## src/rtl/frame_src.sv

```systemverilog
// Test-frame source: emits vs-framed lines of RGB565 pixels (bars, gradient,
// solid or checker) with configurable active area, line blanking and frame gaps.
module frame_src #(
  parameter int H_ACT   = 640,
  parameter int V_ACT   = 480,
  parameter int H_BLANK = 16,
  parameter int V_PRE   = 8,
  parameter int V_POST  = 8,
  parameter int V_GAP   = 32,
  parameter int BAR_W   = 80,
  parameter int P_W     = 12
) (
  input  logic        sys_clk,
  input  logic        sys_rst,
  input  logic        i_en,
  input  logic [1:0]  i_pattern,
  input  logic [15:0] i_color,
  output logic        o_post_camvs,
  output logic        o_valid,
  output logic [15:0] o_data,
  output logic        o_frame_done,
  output logic [7:0]  o_frame_cnt
);

  function automatic int max4(input int a, input int b, input int c, input int d);
    int m;
    m = a;
    if (b > m) m = b;
    if (c > m) m = c;
    if (d > m) m = d;
    return m;
  endfunction

  // One shared timer covers every non-LINE phase; LINE is timed by the pixel counter.
  localparam int T_MAX = max4(V_PRE, H_BLANK, V_POST, V_GAP);
  localparam int T_W   = (T_MAX > 1) ? $clog2(T_MAX) : 1;
  localparam int B_W   = (BAR_W > 1) ? $clog2(BAR_W) : 1;

  typedef enum logic [2:0] {
    S_IDLE,
    S_VPRE,
    S_LINE,
    S_HBLK,
    S_VPOST,
    S_VGAP
  } state_t;

  state_t         state_q, state_d;
  logic [T_W-1:0] tmr_q, tmr_d;
  logic [P_W-1:0] x_q, x_d;
  logic [P_W-1:0] y_q, y_d;
  logic [2:0]     bar_q, bar_d;
  logic [B_W-1:0] bar_cnt_q, bar_cnt_d;
  logic [1:0]     pat_q;
  logic [15:0]    color_q;
  logic           vs_d, valid_d, done_d, latch_cfg;
  logic [15:0]    pix;

  // NOTE: every combinational output gets a default first so no path can infer a latch.
  always_comb begin
    state_d   = state_q;
    tmr_d     = tmr_q;
    x_d       = x_q;
    y_d       = y_q;
    bar_d     = bar_q;
    bar_cnt_d = bar_cnt_q;
    case (state_q)
      S_IDLE: begin
        if (i_en) begin
          state_d = S_VPRE;
          tmr_d   = '0;
          x_d     = '0;
          y_d     = '0;
        end
      end
      S_VPRE: begin
        if (tmr_q == T_W'(V_PRE - 1)) begin
          state_d   = S_LINE;
          x_d       = '0;
          bar_d     = '0;
          bar_cnt_d = '0;
        end else begin
          tmr_d = tmr_q + T_W'(1);
        end
      end
      S_LINE: begin
        if (x_q == P_W'(H_ACT - 1)) begin
          state_d = S_HBLK;
          tmr_d   = '0;
        end else begin
          x_d = x_q + P_W'(1);
          if (bar_cnt_q == B_W'(BAR_W - 1)) begin
            bar_cnt_d = '0;
            if (bar_q != 3'd7) bar_d = bar_q + 3'd1;
          end else begin
            bar_cnt_d = bar_cnt_q + B_W'(1);
          end
        end
      end
      S_HBLK: begin
        if (tmr_q == T_W'(H_BLANK - 1)) begin
          tmr_d = '0;
          if (y_q == P_W'(V_ACT - 1)) begin
            state_d = S_VPOST;
          end else begin
            state_d   = S_LINE;
            y_d       = y_q + P_W'(1);
            x_d       = '0;
            bar_d     = '0;
            bar_cnt_d = '0;
          end
        end else begin
          tmr_d = tmr_q + T_W'(1);
        end
      end
      S_VPOST: begin
        if (tmr_q == T_W'(V_POST - 1)) begin
          state_d = S_VGAP;
          tmr_d   = '0;
        end else begin
          tmr_d = tmr_q + T_W'(1);
        end
      end
      S_VGAP: begin
        if (tmr_q == T_W'(V_GAP - 1)) begin
          tmr_d   = '0;
          x_d     = '0;
          y_d     = '0;
          state_d = i_en ? S_VPRE : S_IDLE;
        end else begin
          tmr_d = tmr_q + T_W'(1);
        end
      end
      default: state_d = S_IDLE;
    endcase
  end

  // Outputs are registered from the next-state view so they line up with the state register.
  assign vs_d      = (state_d == S_VPRE) || (state_d == S_LINE) ||
                     (state_d == S_HBLK) || (state_d == S_VPOST);
  assign valid_d   = (state_d == S_LINE);
  assign done_d    = (state_d == S_VPOST) && (tmr_d == T_W'(V_POST - 1));
  assign latch_cfg = (state_d == S_VPRE) && (state_q != S_VPRE);

  always_comb begin
    pix = '0;
    case (pat_q)
      2'd0: begin
        case (bar_d)
          3'd0:    pix = 16'hFFFF;
          3'd1:    pix = 16'hFFE0;
          3'd2:    pix = 16'h07FF;
          3'd3:    pix = 16'h07E0;
          3'd4:    pix = 16'hF81F;
          3'd5:    pix = 16'hF800;
          3'd6:    pix = 16'h001F;
          default: pix = 16'h0000;
        endcase
      end
      2'd1:    pix = {x_d[4:0], y_d[5:0], x_d[4:0] ^ y_d[4:0]};
      2'd2:    pix = color_q;
      default: pix = (x_d[4] ^ y_d[4]) ? 16'hFFFF : 16'h0000;
    endcase
  end

  // NOTE: state and output registers use non-blocking assignments so every flop samples pre-edge values.
  always_ff @(posedge sys_clk or posedge sys_rst) begin
    if (sys_rst) begin
      state_q      <= S_IDLE;
      tmr_q        <= '0;
      x_q          <= '0;
      y_q          <= '0;
      bar_q        <= '0;
      bar_cnt_q    <= '0;
      pat_q        <= '0;
      color_q      <= '0;
      o_post_camvs <= 1'b0;
      o_valid      <= 1'b0;
      o_data       <= '0;
      o_frame_done <= 1'b0;
      o_frame_cnt  <= '0;
    end else begin
      state_q      <= state_d;
      tmr_q        <= tmr_d;
      x_q          <= x_d;
      y_q          <= y_d;
      bar_q        <= bar_d;
      bar_cnt_q    <= bar_cnt_d;
      if (latch_cfg) begin
        pat_q   <= i_pattern;
        color_q <= i_color;
      end
      o_post_camvs <= vs_d;
      o_valid      <= valid_d;
      o_data       <= valid_d ? pix : 16'h0000;
      o_frame_done <= done_d;
      o_frame_cnt  <= o_frame_cnt + 8'(done_d);
    end
  end

endmodule

```

## config.mk

```make
export PLATFORM = sky130hd
export DESIGN_NAME = frame_src
export DESIGN_NICKNAME = d
export VERILOG_FILES = /design/src/rtl/frame_src.sv
export SDC_FILE = /design/constraint.sdc
export NUM_CORES = 1
export LEC_CHECK = 0
export CORE_MARGIN = 3
export CORE_UTILIZATION = 51
export DETAILED_ROUTE_END_ITERATION = 6
export PLACE_DENSITY = 0.73
export SYNTH_ARGS = -nofsm -noshare
export SYNTH_HDL_FRONTEND = slang
export SYNTH_SLANG_ARGS = --single-unit
```

## constraint.sdc

```tcl
create_clock -name sys_clk -period 9.4 [get_ports sys_clk]
set_clock_uncertainty 0.15 [all_clocks]
set_input_delay 1.88 -clock sys_clk [delete_from_list [all_inputs] [get_ports sys_clk]]
set_output_delay 1.88 -clock sys_clk [all_outputs]
set_load 0.05 [all_outputs]
```

==> results.toml <==
[run]
cap_violations = 0

[pwr]
seqPwrFrac_pct = 38.1
p_leak_nw = 2.30
p_sw_share_pct = 40.3
p_total_mw = 1.46
p_comb_share_pct = 41.8
p_clk_share_pct = 20.0
peakVddDrop_uv = 229
p_int_mw = 0.874
p_per_area_nw_per_um2 = 279
net-switching-power_mw = 0.590

[yosys]
synth.most_common_cell = "dfrtp_1"
synth-main-ff-cell = "dfrtp_1"
syn_nets = 460
syn-cell-area_sq_um = 4500
synth.largest_area_cell = "dfrtp_1"
yosysWarnings = 0
yosysSeqAreaShare_pct = 48.4
synth-edff-count = 0
ys_types = 78
yosysTopAreaCellShare_pct = 48.4
async_flop_share_pct = 100
synth_seq_cells = 87
synth_area_leaders = "dfrtp_1, mux2_2, nor2_1, o21ai_0, ha_1"
ys_top_cells_by_count = "dfrtp_1, nor2_1, nand2_1, o21ai_0"
netlist_instances = 428
avgSynthCellArea_sq_um = 10.5

[floorplan]
dieArea_sq_um = 9990
die_h_um = 99.9
start_util_pct = 53.7
core-area_sq_um = 8380
dieWidth_um = 99.9
std_cell_rows = 33
ioPinCount = 48

[worst_setup_path]
crit_buf_inv = 1
crit_chain = "clkdlybuf4s50_1 -> nand4b_1 -> o31ai_1 -> a2111oi_2 -> or3_1 -> nor3_1 -> nand2_1 -> nor4b_4 -> ha_1 -> ha_1 -> and3_1 -> nand3_1 -> xnor2_1"
worstSetupPathType = "in -> reg"
crit_family = "simple AND/OR/NAND/NOR gates"
cpMaxStageDelayCell = "clkdlybuf4s50_1"
critical-path-max-stage-delay_ns = 0.46
critPathCaptureType = "register"
critical_path_required_ns = 9.49
crit_path_frequent_cell = "ha_1"
critPathMaxFanout = 5
start_kind = "input pin"
cp.arrival_ns = 4.62

[cells_and_area]
nets = 503
antennaDiodeCount = 0
fin_cells = 581
final_layout_size_suffix_gt1_share_pct = 13.0
fin_area_sq_um = 5240
syn_to_final_growth_pct = 16.5

[global_route]
grt_usage_pct = 20.5
grt_overflow_total = 0
grt_pass1_wl_mm = 16.4
grt_pass1_vias = 3357
antenna_found_initial = 0
grt_max_degree = 88

[place]
io_buffers = 47
dpl.hpwl_mm = 6.82
gp_congestion = 0.857
post_dp_cell_area_sq_um = 5020
placedCellCount = 565

[timing]
hold_slack_ns = 0.328
setup_viol_count_final = 0
fmax_ghz = 0.221
relSlewSlack_pct = 28.8
finalCritPeriodShare_pct = 48.2
grt_setup_unrepaired = "false"
worstMarginPinSlew_ns = 1.07
final_hold_viol_count = 0
slew_viol_final = 0
post-route-min-period_ns = 4.53
tns_ns = 0

[clock_network]
cts_buffer_depth = 2
cts.clk_slew.worst_paths_ns = 0.09
post_cts_buffers = 0
cts_hold_buf = 0
cts_tree = "done"
cts_sinks = 87
cts_buffers = 9
clock_latency_ns = 0.35
cts_max_level = 3
root_buffer = "clkbuf_8"
cts_resized = 0

[detailed_routing]
antenna_left = 0
dr.pass1.iters = 4
drt_iter0_markers = 315
wl_per_cell_um = 16.5
drcViolationCount = 0
avgViaCountPerCell = 5.95
routed_wirelength_mm = 9.61
vias = 3456

[hold_path]
hp-class = "reg -> reg"

[outcome]
status = "complete, no violations"
registers in the layout (all words and copies together) (netlist names):
register and cells:
x_q 12, o_frame_cnt 8, state_q 3, pat_q 2, bar_q 3, color_q 16, o_data 16, tmr_q 5
o_valid 1, o_post_camvs 1, bar_cnt_q 7, y_q 12, o_frame_done 1
per-layer routing:
| layer | vias to the layer above | GRT usage, % | wire (um) |
|---|---|---|---|
| li1 | 1674 | - | - |
| met1 | 1708 | 28.8 | 4510 |
| met2 | 64 | 32.0 | 4620 |
| met3 | 10 | 3.82 | 366 |
| met4 | 0 | 6.93 | 117 |
| met5 | - | 0 | 0 |
cell usage in the layout, fill, tap and decap left out, types with 3 or more instances in the layout:
master,count
a211o_1,3
a21o_1,3
a21oi_1,12
a221o_1,4
a22o_1,4
a31oi_1,6
and3_1,9
clkbuf_8,9
clkdlybuf4s50_1,47
dfrtp_1,87
ha_1,11
inv_1,12
inv_6,3
mux2_2,21
nand2_1,28
nand2b_1,6
nand3_1,21
nand4_1,6
nand4bb_1,3
nor2_1,40
nor2b_1,4
nor3_1,5
o211ai_1,3
o21ai_0,28
o22ai_1,11
o31ai_1,7
xnor2_1,6
xor2_1,11
power groups by stage:
stage	Clock, mW	Combinational (mW)	Sequential [mW]
global placement	0	0.602	0.561
global route	0.318	0.667	0.572
detailed placement	0	0.614	0.563
finish	0.293	0.613	0.559
floorplan	0	0.400	0.629
CTS	0.299	0.616	0.558
metrics by stage:
stage | util, % | setup slack (ns)
5_1_grt | 62.5 | 4.62
3_5_place_dp | 59.8 | 4.50
6_report | 62.5 | 4.87
4_1_cts | 62.5 | 4.86
3_3_place_gp | 59.8 | 4.61
2_1_floorplan | - | 5.12
kinds of logic after synthesis:
logic type | share of synthesized area (%)
AND/OR/NAND/NOR | 18.7
multiplexers | 5.70
buffers and inverters | 3.45
flip-flops | 48.4
XOR/XNOR | 3.31
adder cells (fa/ha/maj) | 3.06
AO/OA/AOI/OAI | 17.4
final cells by class:
class	instances	area [sq um]
Clock buffer	9	124
Clock inverter	7	103
Fill cell	674	3140
Inverter	15	62.6
Multi-Input combinational cell	310	2170
Sequential cell	87	2180
Tap cell	105	131
Timing Repair Buffer	48	478
final timing paths:
path | from | endpoint | slack (ns) | cells after the start
setup reg to reg | tmr_q[0] | o_frame_cnt[6] | 5.74 | 15
min in group asynchronous | sys_rst | x_q[6] | 2.03 | 3
setup / recovery | i_en | o_frame_cnt[6] | 4.87 | 13
hold reg to reg | o_frame_cnt[7] | o_frame_cnt[7] | 0.33 | 1
max in group asynchronous | sys_rst | y_q[2] | 6.37 | 3
hold / removal | o_frame_cnt[7] | o_frame_cnt[7] | 0.33 | 1
Power figures use the tool's default switching activity.
